## config.mk

```make
export PLATFORM = sky130hd
export DESIGN_NAME = controle_jogada
export DESIGN_NICKNAME = d
export VERILOG_FILES = /design/src/rtl/controle_jogada.sv
export SDC_FILE = /design/constraint.sdc
export NUM_CORES = 1
export LEC_CHECK = 0
export ABC_AREA = 1
export CAP_MARGIN = 20
export CORE_UTILIZATION = 35
export CTS_BUF_LIST = sky130_fd_sc_hd__clkbuf_2 sky130_fd_sc_hd__clkbuf_4 sky130_fd_sc_hd__clkbuf_8
export CTS_CLUSTER_SIZE = 10
export DETAILED_ROUTE_END_ITERATION = 8
export GPL_TIMING_DRIVEN = 0
export PLACE_DENSITY = 0.57
export SLEW_MARGIN = 20
export SYNTH_ARGS = -nofsm -noshare
export SYNTH_HDL_FRONTEND = slang
export SYNTH_SLANG_ARGS = --single-unit
```

## constraint.sdc

```tcl
create_clock -name clk -period 2 [get_ports clk]
set_input_delay 0.4 -clock clk [delete_from_list [all_inputs] [get_ports clk]]
set_output_delay 0.4 -clock clk [all_outputs]
set_load 0.02 [all_outputs]
```

## src/rtl/controle_jogada.sv

```systemverilog
// Move-commit controller for tic-tac-toe: validates a requested cell, writes the
// current player's mark, detects win/draw and pulses the player-turn toggle.
module controle_jogada #(
    parameter int unsigned N_CASAS = 9
) (
    input  logic                   clk,
    input  logic                   clear_n,
    input  logic                   novo_jogo,
    input  logic [1:0]             jogador,
    input  logic                   jogada_valid,
    input  logic [3:0]             jogada_pos,
    output logic                   jogada_ready,
    output logic                   troca_jogador,
    output logic                   jogada_invalida,
    output logic [2*N_CASAS-1:0]   tabuleiro,
    output logic [1:0]             vencedor,
    output logic                   empate,
    output logic                   fim_jogo
);

    localparam int unsigned W_POS = 4;
    localparam int unsigned W_JOG = 2;
    localparam int unsigned W_CNT = 4;
    localparam int unsigned W_TAB = 2 * N_CASAS;

    typedef enum logic [2:0] {
        ESPERA,
        VERIFICA,
        ESCREVE,
        AVALIA,
        TROCA,
        INVALIDA,
        FIM
    } estado_t;

    estado_t            estado;
    estado_t            estado_next;
    logic [W_POS-1:0]   pos_q;
    logic [W_JOG-1:0]   jog_q;
    logic [W_CNT-1:0]   cnt;
    logic               captura;
    logic               escreve;
    logic               marca_vitoria;
    logic               marca_empate;

    // Contents of one cell; positions beyond the board read as empty.
    function automatic logic [W_JOG-1:0] casa(input logic [W_TAB-1:0] tab,
                                              input logic [W_POS-1:0] pos);
        casa = 2'b00;
        for (int i = 0; i < int'(N_CASAS); i++) begin
            if (pos == W_POS'(i)) casa = tab[2*i +: 2];
        end
    endfunction

    function automatic logic tres(input logic [W_JOG-1:0] a, input logic [W_JOG-1:0] b,
                                  input logic [W_JOG-1:0] c, input logic [W_JOG-1:0] p);
        tres = (a == p) && (b == p) && (c == p);
    endfunction

    // Rows, columns and both diagonals of the 3x3 board.
    function automatic logic venceu(input logic [W_TAB-1:0] tab, input logic [W_JOG-1:0] p);
        logic [W_JOG-1:0] c [9];
        for (int i = 0; i < 9; i++) c[i] = tab[2*i +: 2];
        venceu = tres(c[0], c[1], c[2], p) || tres(c[3], c[4], c[5], p) ||
                 tres(c[6], c[7], c[8], p) || tres(c[0], c[3], c[6], p) ||
                 tres(c[1], c[4], c[7], p) || tres(c[2], c[5], c[8], p) ||
                 tres(c[0], c[4], c[8], p) || tres(c[2], c[4], c[6], p);
    endfunction

    // Next-state and datapath strobes.
    always_comb begin
        estado_next   = estado;
        captura       = 1'b0;
        escreve       = 1'b0;
        marca_vitoria = 1'b0;
        marca_empate  = 1'b0;
        case (estado)
            ESPERA: begin
                if (jogada_valid) begin
                    captura     = 1'b1;
                    estado_next = VERIFICA;
                end
            end
            VERIFICA: begin
                if ((pos_q > W_POS'(N_CASAS - 1)) || (casa(tabuleiro, pos_q) != 2'b00) ||
                    (jog_q == 2'b00) || (jog_q == 2'b11))
                    estado_next = INVALIDA;
                else
                    estado_next = ESCREVE;
            end
            ESCREVE: begin
                escreve     = 1'b1;
                estado_next = AVALIA;
            end
            AVALIA: begin
                if (venceu(tabuleiro, jog_q)) begin
                    marca_vitoria = 1'b1;
                    estado_next   = FIM;
                end else if (cnt == W_CNT'(N_CASAS)) begin
                    marca_empate = 1'b1;
                    estado_next  = FIM;
                end else begin
                    estado_next = TROCA;
                end
            end
            TROCA:    estado_next = ESPERA;
            INVALIDA: estado_next = ESPERA;
            FIM:      estado_next = FIM;
            default:  estado_next = ESPERA;
        endcase
        // New game wins over any transition or handshake this cycle.
        if (novo_jogo) begin
            estado_next   = ESPERA;
            captura       = 1'b0;
            escreve       = 1'b0;
            marca_vitoria = 1'b0;
            marca_empate  = 1'b0;
        end
    end

    // State register with Moore outputs registered from the next state.
    always_ff @(posedge clk or negedge clear_n) begin
        if (!clear_n) begin
            estado          <= ESPERA;
            jogada_ready    <= 1'b1;
            troca_jogador   <= 1'b0;
            jogada_invalida <= 1'b0;
        end else begin
            estado          <= estado_next;
            jogada_ready    <= (estado_next == ESPERA);
            troca_jogador   <= (estado_next == TROCA);
            jogada_invalida <= (estado_next == INVALIDA);
        end
    end

    // Board, move counter, latched request and result flags.
    always_ff @(posedge clk or negedge clear_n) begin
        if (!clear_n) begin
            pos_q     <= '0;
            jog_q     <= '0;
            cnt       <= '0;
            tabuleiro <= '0;
            vencedor  <= '0;
            empate    <= 1'b0;
            fim_jogo  <= 1'b0;
        end else if (novo_jogo) begin
            pos_q     <= '0;
            jog_q     <= '0;
            cnt       <= '0;
            tabuleiro <= '0;
            vencedor  <= '0;
            empate    <= 1'b0;
            fim_jogo  <= 1'b0;
        end else begin
            if (captura) begin
                pos_q <= jogada_pos;
                jog_q <= jogador;
            end
            if (escreve) begin
                for (int i = 0; i < int'(N_CASAS); i++) begin
                    if (pos_q == W_POS'(i)) tabuleiro[2*i +: 2] <= jog_q;
                end
                cnt <= cnt + W_CNT'(1);
            end
            if (marca_vitoria) begin
                vencedor <= jog_q;
                fim_jogo <= 1'b1;
            end
            if (marca_empate) begin
                empate   <= 1'b1;
                fim_jogo <= 1'b1;
            end
        end
    end

endmodule

```

# Word-level counts from Yosys, hierarchy flattened

Cells that the tools add are included.

Bits in registers: 38
Input bits: 10
Output and inout port bits: 25
Word-level logic and storage cells: 152

Add/sub/neg operators: 1
Order comparisons: 1
Eq/ne operators: 25
Mux-type cells: 52
Reduce and logical (&&, ||, !) cells: 54

Operators by type and width:

| kind                                                 | count |
|---|---|
| two-way mux 2 bit                                    | 25 |
| two-way mux 18 bit                                   | 2 |
| nonzero test 2 bit                                   | 14 |
| == test 2 bit                                        | 9 |
| AND reduction 2 bit                                  | 9 |
| two-way mux 1 bit                                    | 17 |
| == test 4 x 3 -> 1 bit, second input constant        | 4 |
| logical AND 1 bit                                    | 16 |
| two-way mux 4 bit                                    | 4 |
| case mux 3 bit (5 select lines)                      | 1 |
| logical OR 1 bit                                     | 10 |
| == test 3 bit, second input constant                 | 3 |
| two-way mux 3 bit                                    | 3 |
| == test 4 x 2 -> 1 bit, second input constant        | 2 |
| == test 4 bit, second input constant                 | 2 |
| == test 3 x 2 -> 1 bit, second input constant        | 2 |
| logical NOT 3 bit                                    | 2 |
| adder 4 x 1 -> 4 bit, second input constant          | 1 |
| == test 4 x 1 -> 1 bit, second input constant        | 1 |
| greater-than comparator 4 bit, second input constant | 1 |
| logical NOT 4 bit                                    | 1 |
| == test 3 x 1 -> 1 bit, second input constant        | 1 |
| nonzero test 3 bit                                   | 1 |
| == test 2 bit, second input constant                 | 1 |
| logical NOT 2 bit                                    | 1 |

# Logic depth before layout (Yosys ltp)

Gate-level depths: netlist of run 1.

Depth in word-level cells: 19
Depth in mapped cells: 17
Depth with buffers taken out: 17

# Least setup slack after synthesis of run 1

No wires, ideal clock.

Kind: reg-to-reg
From: register jog_q[1]
To: register troca_jogador
Library setup time: 0.116 ns
Arrival time: 1.536 ns
Data required time: 1.884 ns
Path slack: 0.348 ns
Stages on the path, launching flop included: 15
Buffers on the path: 1
Clock period less this slack: 1.652 ns
Path through: dfrtp_1 > buf_6 > xor2_1 > nor2_1 > nand2_1 > a21oi_1 > nor2_1 > nand3_1 > nand2_1 > inv_2 > nor2_2 > nand2_1 > nand2_1 > nand2_1 > nor2_1

Word-level cells in the longest chain between the ends: 14
Elaborated cells between the ends (all ways): 41
Those cells by class: eq/ne (11); mux (4); reduce/logical (26)

Ends and longest elaborated chain:

| what                              | line | RTL |
|---|---|---|
| from (decl)                       | 39   | `logic [W_JOG-1:0] jog_q;` |
| from (signal assigned)            | 157  | `jog_q <= jogador;` |
| == test 2 bit                     | 57   | `tres = (a == p) && (b == p) && (c == p);` |
| logical AND 1 bit (2 in a row)    | 57   |  |
| logical OR 1 bit (2 in a row)     | 64   | `venceu = tres(c[0], c[1], c[2], p) \|\| tres(c[3], c[4], c[5], p) \|\|` |
| logical OR 1 bit (2 in a row)     | 65   | `tres(c[6], c[7], c[8], p) \|\| tres(c[0], c[3], c[6], p) \|\|` |
| logical OR 1 bit (2 in a row)     | 66   | `tres(c[1], c[4], c[7], p) \|\| tres(c[2], c[5], c[8], p) \|\|` |
| logical OR 1 bit                  | 67   | `tres(c[0], c[4], c[8], p) \|\| tres(c[2], c[4], c[6], p);` |
| two-way mux 2 bit                 | 96   | `if (venceu(tabuleiro, jog_q)) begin` |
| case mux 3 bit (5 select lines) * | 77   | `case (estado)` |
| two-way mux 3 bit *               | 112  | `if (novo_jogo) begin` |
| == test 3 bit *                   | 131  | `troca_jogador <= (estado_next == TROCA);` |
| to (signal assigned)              | 131  |  |
| to (decl)                         | 13   | `output logic troca_jogador,` |

Every way passes the cells marked *; elsewhere a longest branch is shown, timed or not.
A chain may end at the register's enable or synchronous reset.

# Final worst setup path of run 1

Ends and elaborated chain as after synthesis.

==> flow_metrics.py, run 1 <==
metrics = {
    "status": {
        "status": "completed",
    },
    "power_and_ir_drop": {
        "power_leakage_nw": 1.32,
        "ir_worst_vdd_v": 0.000308,
        "power.density_nw_per_um2": 934,
    },
    "final_layout": {
        "seq_area_sq_um": 956,
        "fin_nets": 342,
        "n_antenna_cell": 0,
        "instances_no_fill": 403,
        "drive_gt1_share_pct": 13.6,
        "final_common_cell": "nand2_1",
        "final_cell_mix": "nand2_1, dfrtp_1, clkdlybuf4s50_1",
        "multi_input_area_sq_um": 1070,
        "fillCellCount": 577,
        "area_delta_synth_final_pct": 30.1,
    },
    "grt": {
        "gr-total-overflow": 0,
        "track_usage_pct": 18.7,
        "antenna_found_initial": 0,
        "grt_pass1_wl_um": 8850,
        "grt_pass1_vias": 1769,
        "grt_max_degree": 23,
    },
    "timing": {
        "hold_violations": 0,
        "fmax_mhz": 538,
        "finalClockSkew_ps": 5.87,
        "setup_tns_ps": 0,
        "fin_ws_ps": 140,
        "layout_worst_path_cycle_share_pct": 93.0,
        "drv_slew": 0,
        "period_needed_ps": 1860,
        "worstMarginPinSlew_ps": 576,
        "whs_ps": 48.0,
        "setup_viol": 0,
        "slew_headroom_pct": 61.6,
    },
    "floorplanning": {
        "die_area_sq_um": 6360,
        "io_pins": 35,
        "coreArea_sq_um": 5680,
        "chipHeight_um": 79.8,
        "start_util_pct": 37.3,
        "dieWidth_um": 79.8,
        "rows": 27,
    },
    "synth": {
        "yosys_warnings": 0,
        "synth_nets": 297,
        "synthesis.area_sq_um": 2120,
        "syn_inst": 285,
        "avgSynthCellArea_sq_um": 7.43,
        "synth_cell_type_count": 26,
        "ys_seq_elements": 38,
        "yosysSeqAreaShare_pct": 45.0,
    },
    "critical_path": {
        "critical_path_class": "flop to flop",
        "reg2reg_depth": 14,
        "timing.rr.end": "troca_jogador",
        "reg2reg_from": "jog_q[1]",
        "r2r_setup_slack_ps": 140,
        "end_kind": "flop",
        "worst_ep_required_time_ps": 2190,
        "crit_fanout": 10,
        "start_kind": "flop",
        "arrival_ps": 2050,
        "startpoint": "jog_q[1]",
    },
    "clock_network": {
        "cts_tree": "done",
        "clk_pin_slew_ps": 70,
        "htree_levels": 2,
        "clk_latency_ps": 290,
        "cts_root_buf": "clkbuf_8",
        "cts_buffer_depth": 2,
        "cts.sinks": 38,
        "numCtsBuffers": 5,
        "cts_hold_buf": 0,
    },
    "placed_design": {
        "dp_slack_ps": 78.3,
        "port-buffer-count": 34,
        "globalplace.congestion": 0.859,
        "place_hpwl_um": 3970,
        "post-place-cells": 392,
    },
    "min_path": {
        "min_path_type": "primary input to async pin",
    },
    "routing": {
        "dr_total_vias": 1955,
        "ant_nets": 0,
        "drt_iter0_drc": 130,
        "wire_per_inst_um": 13.4,
        "drc_errors": 0,
        "viasPerCell": 4.85,
        "dr.pass1.iters": 4,
        "wl_um": 5400,
    },
    "flow_run": {
        "maxCapViolCount": 0,
    },
}
## how the worst max path moves through the flow
stage,depth (start not counted),end
4_1_cts,14,troca_jogador
6_report,14,troca_jogador
2_1_floorplan,14,troca_jogador
5_1_grt,16,troca_jogador
3_3_place_gp,1,fim_jogo
3_5_place_dp,5,tabuleiro[8]
## critical path, stage by stage (launching register included)
cell	delay, ps
dfrtp_1	400
buf_6	160
xor2_1	150
nor2_2	200
nand2_1	70
a21oi_1	150
nor2_1	50
nand3_1	100
nand2_1	90
inv_2	80
nor2_2	40
nand2_1	60
nand2_1	60
nand2_1	90
nor2_1	50
## Yosys cell counts
master / count / share of area (%)
a21oi_1: 13 / 3.1
a21oi_2: 1 / 0.41
a31oi_1: 1 / 0.30
buf_1: 1 / 0.18
buf_2: 1 / 0.24
buf_6: 2 / 1.1
clkbuf_1: 2 / 0.35
dfrtp_1: 37 / 44
dfstp_2: 1 / 1.2
ha_1: 2 / 1.2
inv_1: 28 / 5.0
inv_2: 4 / 0.71
nand2_1: 76 / 13
nand3_1: 19 / 4.5
nand3_2: 1 / 0.47
nand4_1: 1 / 0.30
nor2_1: 37 / 6.6
nor2_2: 2 / 0.59
nor3_1: 5 / 1.2
nor3_2: 1 / 0.47
nor4_1: 1 / 0.30
o21ai_0: 30 / 7.1
or2_0: 1 / 0.30
or2_2: 1 / 0.30
xnor2_1: 2 / 0.83
xor2_1: 15 / 6.2
## state kept, by name, indices dropped and copies added (netlist names)
register,flops
cnt,4
empate,1
estado,3
fim_jogo,1
jog_q,2
jogada_invalida,1
jogada_ready,1
pos_q,4
tabuleiro,18
troca_jogador,1
vencedor,2
## metrics by stage
stage | total power [W] | instance area, sq um | utilization [%]
floorplan | 0.00163 | 2120 | -
global placement | 0.00192 | 2550 | 44.9
detailed placement | 0.00193 | 2570 | 45.3
CTS | 0.00251 | 2670 | 47.0
global route | 0.00278 | 2760 | 48.5
finish | 0.00257 | 2760 | 48.5
## metal layers
| layer | wire length [um] | global-route usage [%] |
|---|---|---|
| met5 | 0 | 0 |
| met4 | 77 | 6.43 |
| met3 | 315 | 3.43 |
| met2 | 2550 | 28.0 |
| met1 | 2450 | 26.7 |
## area by class of cell
type / count / area share, %
Multi-Input combinational cell: 209 / 38.7
Sequential cell: 38 / 34.7
Inverter: 32 / 4.45
Buffer: 6 / 1.41
Tap cell: 72 / 3.27
Clock buffer: 7 / 3.27
Clock inverter: 1 / 0.182
Timing Repair Buffer: 38 / 14.0
## logic make-up after synthesis
group           count (synthesis)  share of synthesized area, %
compound gates                 45                          10.9
xor+xnor                       17                          7.03
fa+ha+maj                       2                          1.18
buf+inv                        38                          7.51
flops                          38                          45.0
simple gates                  145                          28.4
## where the power goes
part / leakage (nW) / internal [W] / switching, W
clock network: 0.0517 / 0.000292 / 0.000278
logic: 0.752 / 0.000392 / 0.000640
registers: 0.516 / 0.000874 / 0.0000977
## what timing repair did
| item | 4_1_cts | 5_1_grt |
|---|---|---|
| setup endpoints to repair | 0 | 8 |
| gates resized for setup | 0 | 24 |
| setup buffers | 0 | 3 |
Power figures use the tool's default switching activity.
==> run 2, diff against run 1 <==
Settings changed: CORE_MARGIN set to 4, PLACE_DENSITY 0.57 to 0.59.
Clock period 2 ns to 1.5 ns, I/O delays scaled along.
==> run 2 against run 1 <==
  * The flow now finishes with violations (setup timing)
  * Utilization grew 0.50 points
  * Sequential cell count unchanged
  * Sequential share of layout area down 1.6 points
  * Count of clock-buffer cells in the layout is the same
  * Design area increased by 4.8%
  * Via count up 2.8%
  * Cell count up 3.7%
  * Hold slack better by 440 ps
  * Maximum frequency increased by 1.2%
  * Sequential power is 34% higher
  * Clock skew down 1.6 ps
  * Largest power group unchanged
  * Highest routed layer unchanged
==> flow_metrics.py, run 2 (synthesized netlist as in run 1, its figures left out) <==
metrics = {
    "status": {
        "status": "finished with violations",
        "violations": "setup timing",
    },
    "final_layout": {
        "final_area_sq_um": 2890,
        "final_common_cell": "nand2_1",
        "area_delta_synth_final_pct": 36.3,
        "largest_registers": "tabuleiro: 18 flops, cnt: 4 flops, pos_q: 4 flops",
        "n_antenna_cell": 0,
        "fin_nets": 354,
        "fillCellCount": 591,
        "seq_area_sq_um": 956,
        "largest_reg_flops": 18,
        "top_register": "tabuleiro",
        "multi_input_area_sq_um": 1120,
        "final_cell_mix": "nand2_1, dfrtp_1, nor2_1",
        "final_util_pct": 49.0,
        "drive_gt1_share_pct": 21.0,
    },
    "critical_path": {
        "crit_fanout": 5,
        "worst_ep_required_time_ps": 1690,
        "startpoint": "jog_q[0]",
        "arrival_ps": 2030,
        "critical_path_class": "flop to flop",
        "reg2reg_from": "jog_q[0]",
        "end_kind": "flop",
        "start_kind": "flop",
    },
    "floorplanning": {
        "chipHeight_um": 85.8,
        "io_pins": 35,
        "rows": 28,
        "coreArea_sq_um": 5890,
        "dieWidth_um": 85.8,
        "start_util_pct": 36.0,
        "die_area_sq_um": 7360,
    },
    "power_and_ir_drop": {
        "ir_worst_vdd_v": 0.000426,
        "power_leakage_nw": 1.51,
        "power.density_nw_per_um2": 1260,
    },
    "placed_design": {
        "place_hpwl_um": 4020,
        "globalplace.congestion": 0.848,
        "dpl_cell_area_sq_um": 2570,
        "port-buffer-count": 34,
    },
    "routing": {
        "ant_nets": 0,
        "viasPerCell": 4.81,
        "wl_um": 5750,
        "wire_per_inst_um": 13.7,
        "dr_total_vias": 2009,
        "drt_iter0_drc": 131,
        "drc_errors": 0,
        "dr.pass1.iters": 4,
    },
    "grt": {
        "grt_max_degree": 21,
        "track_usage_pct": 16.4,
        "antenna_found_initial": 0,
        "grt_pass1_vias": 1939,
        "grt_pass1_wl_um": 9470,
        "gr-total-overflow": 0,
    },
    "clock_network": {
        "clk_latency_ps": 290,
        "cts_buffer_depth": 2,
        "clk_pin_slew_ps": 80,
        "cts.sinks": 38,
        "numCtsBuffers": 5,
        "htree_levels": 2,
        "cts_tree": "done",
        "cts_root_buf": "clkbuf_8",
    },
    "flow_run": {
        "maxCapViolCount": 0,
    },
    "min_path": {
        "hold_start": "vencedor[1]",
        "min_path_type": "flop to flop",
    },
    "timing": {
        "setup_viol": 21,
        "setup_tns_ps": -2660,
        "fin_ws_ps": -338,
        "finalClockSkew_ps": 4.23,
        "slew_headroom_pct": 67.0,
        "period_needed_ps": 1840,
        "rsz0062_at_grt": "true",
        "drv_slew": 0,
        "hold_violations": 0,
        "whs_ps": 483,
        "worstMarginPinSlew_ps": 495,
        "fmax_mhz": 544,
        "layout_worst_path_cycle_share_pct": 123,
    },
}
[run 2: cell count changes in the layout (fill, tap and decap cells not counted), sizes merged]
cell / delta
buf: +9
clkbuf: +2
clkdlybuf4s50: -25
dlygate4sd2: +25
dlygate4sd3: +1
[run 2: final cells by class]
class	count	share of cell area, %
multi-input combinational	209	39.0
sequential	38	33.1
timing repair buffer	50	15.6
inverter	32	4.16
tap	75	3.25
clock buffer	7	3.12
buffer	6	1.56
clock inverter	1	0.173
[run 2: final timing paths]
kind,endpoint,slack (ps),cells after the start
setup / recovery,troca_jogador,-340,15
hold / removal,vencedor[1],480,2
setup reg to reg,troca_jogador,-340,15
hold reg to reg,vencedor[1],480,2
max in group asynchronous,tabuleiro[5],540,3
min in group asynchronous,fim_jogo,500,2
[run 2: routing by layer]
| metal | share of wire [%] | global-route usage (%) | vias up |
|---|---|---|---|
| met5 | 0 | 0 | - |
| met4 | 1.0 | 5.90 | 0 |
| met3 | 5.0 | 3.07 | 5 |
| met2 | 48 | 26.6 | 37 |
| met1 | 45 | 21.8 | 951 |
| li1 | - | - | 1016 |
[run 2: stage by stage]
| step | setup slack (ps) | cells | power [W] |
|---|---|---|---|
| floorplan | -133 | 285 | 0.00218 |
| global placement | -807 | 394 | 0.00255 |
| detailed placement | -407 | 395 | 0.00258 |
| CTS | -318 | 414 | 0.00352 |
| global route | -461 | 418 | 0.00391 |
| finish | -338 | 418 | 0.00363 |
[run 2: power by group]
part	switching, W	internal, W
sequential	0.000134	0.00116
clock	0.000370	0.000389
combinational	0.000958	0.000617
[run 2: worst max-delay path: stages (launching register included)]
cell and delay (ps):
dfrtp_1 430, buf_6 160, xor2_1 150, nor2_1 170, buf_4 150, nand2_2 40
nand2_1 70, nand2_1 60, nand3_2 90, nand2_2 60, inv_2 70, nor2_2 40
nand2_1 70, nand2_2 60, nand2_2 80, nor2_1 40
[run 2: what timing repair did]
item,CTS,global route
buffers inserted,9,3
pin swaps,10,8
hold endpoints to repair,18,0
gates resized for setup,51,20
gates cloned,1,1
setup endpoints to repair,55,35
hold buffers,1,0
==> run 3, diff against run 2 <==
Settings changed: CORE_MARGIN 4 to not set.
==> run 3 against run 2 <==
  * The flow still finishes with violations (setup timing)
  * Utilization increased by 3.5 points
  * Sequential share of layout area fell by 1.1 points
  * Critical path depth is 1 lower
  * Cell count increased by 0.48%
  * Hold slack worse by 6.8 ps
  * Count of clock-buffer cells in the layout fell by 2
  * Combinational power grew 8%
  * Critical endpoint unchanged
  * Highest routed layer unchanged
==> flow_metrics.py, run 3 (synthesized netlist as in run 1, its figures left out) <==
metrics = {
    "critical_path": {
        "path_buf_inv": 2,
        "crit_chain": "buf_6, xor2_2, nor2_2, nand2_1, a21oi_2, nor2_2, nand3_2, nand2_2, inv_2, nor2_4, nand2_2, nand2_2, nand2_2, nor2_1",
        "start_kind": "flop",
        "crit_path_max_incr_delay_ps": 410,
        "cp_num_cells": 14,
        "slowest_stage": "dfrtp_1",
        "crit_fanout": 5,
        "reg2reg_depth": 14,
        "end_kind": "flop",
        "critical_path_class": "flop to flop",
        "cp_top_family": "simple AND/OR/NAND/NOR gates",
        "worst_ep_required_time_ps": 1690,
        "arrival_ps": 2050,
        "cpMostUsedCell": "nand2_2",
    },
    "final_layout": {
        "final_cell_mix": "nand2_1, dfrtp_1, o21ai_0",
        "instances_no_fill": 420,
        "final_area_sq_um": 2980,
        "n_antenna_cell": 0,
        "multi_input_area_sq_um": 1160,
        "fillCellCount": 563,
        "seq_area_sq_um": 956,
        "area_delta_synth_final_pct": 40.8,
        "largest_registers": "tabuleiro: 18 flops, cnt: 4 flops, pos_q: 4 flops",
        "final_common_cell": "nand2_1",
        "fin_nets": 359,
        "drive_gt1_share_pct": 25.6,
        "largest_reg_flops": 18,
        "top_register": "tabuleiro",
    },
    "status": {
        "status": "finished with violations",
        "violations": "setup timing",
    },
    "floorplanning": {
        "coreArea_sq_um": 5680,
        "io_pins": 35,
        "chipHeight_um": 79.8,
        "start_util_pct": 37.3,
        "dieWidth_um": 79.8,
        "rows": 27,
        "die_area_sq_um": 6360,
    },
    "timing": {
        "worstMarginPinSlew_ps": 468,
        "rsz0062_at_grt": "true",
        "hold_violations": 0,
        "drv_slew": 0,
        "finalClockSkew_ps": 3.97,
        "fmax_mhz": 539,
        "period_needed_ps": 1850,
        "slew_headroom_pct": 68.8,
        "setup_tns_ps": -3610,
        "layout_worst_path_cycle_share_pct": 124,
        "setup_viol": 26,
        "fin_ws_ps": -355,
    },
    "routing": {
        "viasPerCell": 5.09,
        "dr.pass1.iters": 5,
        "drc_errors": 0,
        "wl_um": 6240,
        "wire_per_inst_um": 14.9,
        "dr_total_vias": 2138,
        "ant_nets": 0,
        "drt_iter0_drc": 198,
    },
    "clock_network": {
        "clk_latency_ps": 290,
        "numCtsBuffers": 5,
        "cts.sinks": 38,
        "cts_tree": "done",
        "htree_levels": 2,
        "cts_root_buf": "clkbuf_8",
        "clk_pin_slew_ps": 80,
        "cts_buffer_depth": 2,
    },
    "placed_design": {
        "place_hpwl_um": 3960,
        "post-place-cells": 392,
        "globalplace.congestion": 0.891,
        "port-buffer-count": 34,
        "dp_slack_ps": -374,
        "dpl_cell_area_sq_um": 2570,
    },
    "grt": {
        "grt_pass1_wl_um": 9800,
        "grt_max_degree": 24,
        "grt_pass1_vias": 2035,
        "antenna_found_initial": 0,
        "track_usage_pct": 20.5,
        "gr-total-overflow": 0,
    },
    "power_and_ir_drop": {
        "power_leakage_nw": 1.55,
        "power_w": 0.00389,
        "power.density_nw_per_um2": 1310,
        "ir_worst_vdd_v": 0.000506,
    },
    "flow_run": {
        "maxCapViolCount": 0,
    },
    "min_path": {
        "holdPathStages": 1,
        "min_path_type": "flop to flop",
    },
}
## run 3: cell types whose count changed in the layout (fill, tap and decap cells not counted), sizes merged
cell    before  now
bufinv       0    1
clkinv       1    2
buf         18   24
clkbuf      11    8
## run 3: cell type report
type                       instances  share of cell area [%]
sequential                        38                    32.1
multi-input combinational        209                    38.8
inverter                          32                    4.11
clock inverter                     3                    1.34
buffer                             6                    1.47
clock buffer                       5                    2.31
tap                               72                    3.02
timing repair buffer              55                    16.9
## run 3: worst reg2reg max path, stage by stage (launching register included)
cell and delay, ps:
dfrtp_1 410, buf_6 160, xor2_2 150, nor2_2 190, nand2_1 100, a21oi_2 160
nor2_2 60, nand3_2 80, nand2_2 60, inv_2 90, nor2_4 40, nand2_2 60
nand2_2 50, nand2_2 90, nor2_1 40
## run 3: timing repair
action	in CTS	in global routing
endpoints found under the hold margin	15	0
gates cloned	2	0
hold buffers	1	0
setup endpoints to repair	55	33
pin swaps	8	10
buffers inserted	12	5
resized for setup	56	28
## run 3: worst paths after layout
kind | from | end | slack [ps]
min in group asynchronous | clear_n | tabuleiro[6] | 490
hold reg to reg | cnt[3] | cnt[3] | 480
hold / removal | cnt[3] | cnt[3] | 480
max in group asynchronous | clear_n | jogada_ready | 490
setup reg to reg | jog_q[1] | troca_jogador | -350
setup / recovery | jog_q[1] | troca_jogador | -350
## run 3: report_power, final
group | leakage, nW | internal [W] | switching, W
logic | 0.975 | 0.000666 | 0.00104
registers | 0.516 | 0.00116 | 0.000146
clock network | 0.0579 | 0.000490 | 0.000386
total | 1.55 | 0.00232 | 0.00157
## run 3: stage by stage
stage               hold slack, ps  utilization (%)
finish                         476             52.5
floorplan                     4.41                -
global route                   510             52.5
CTS                            474             50.4
detailed placement             255             45.3
global placement               463             44.9
## run 3: routing by layer
| metal | GRT usage (%) | share of wire (%) |
|---|---|---|
| met1 | 27.0 | 45 |
| met4 | 6.25 | 1.5 |
| met2 | 34.5 | 49 |
| met5 | 0 | 0 |
| met3 | 3.20 | 4.9 |
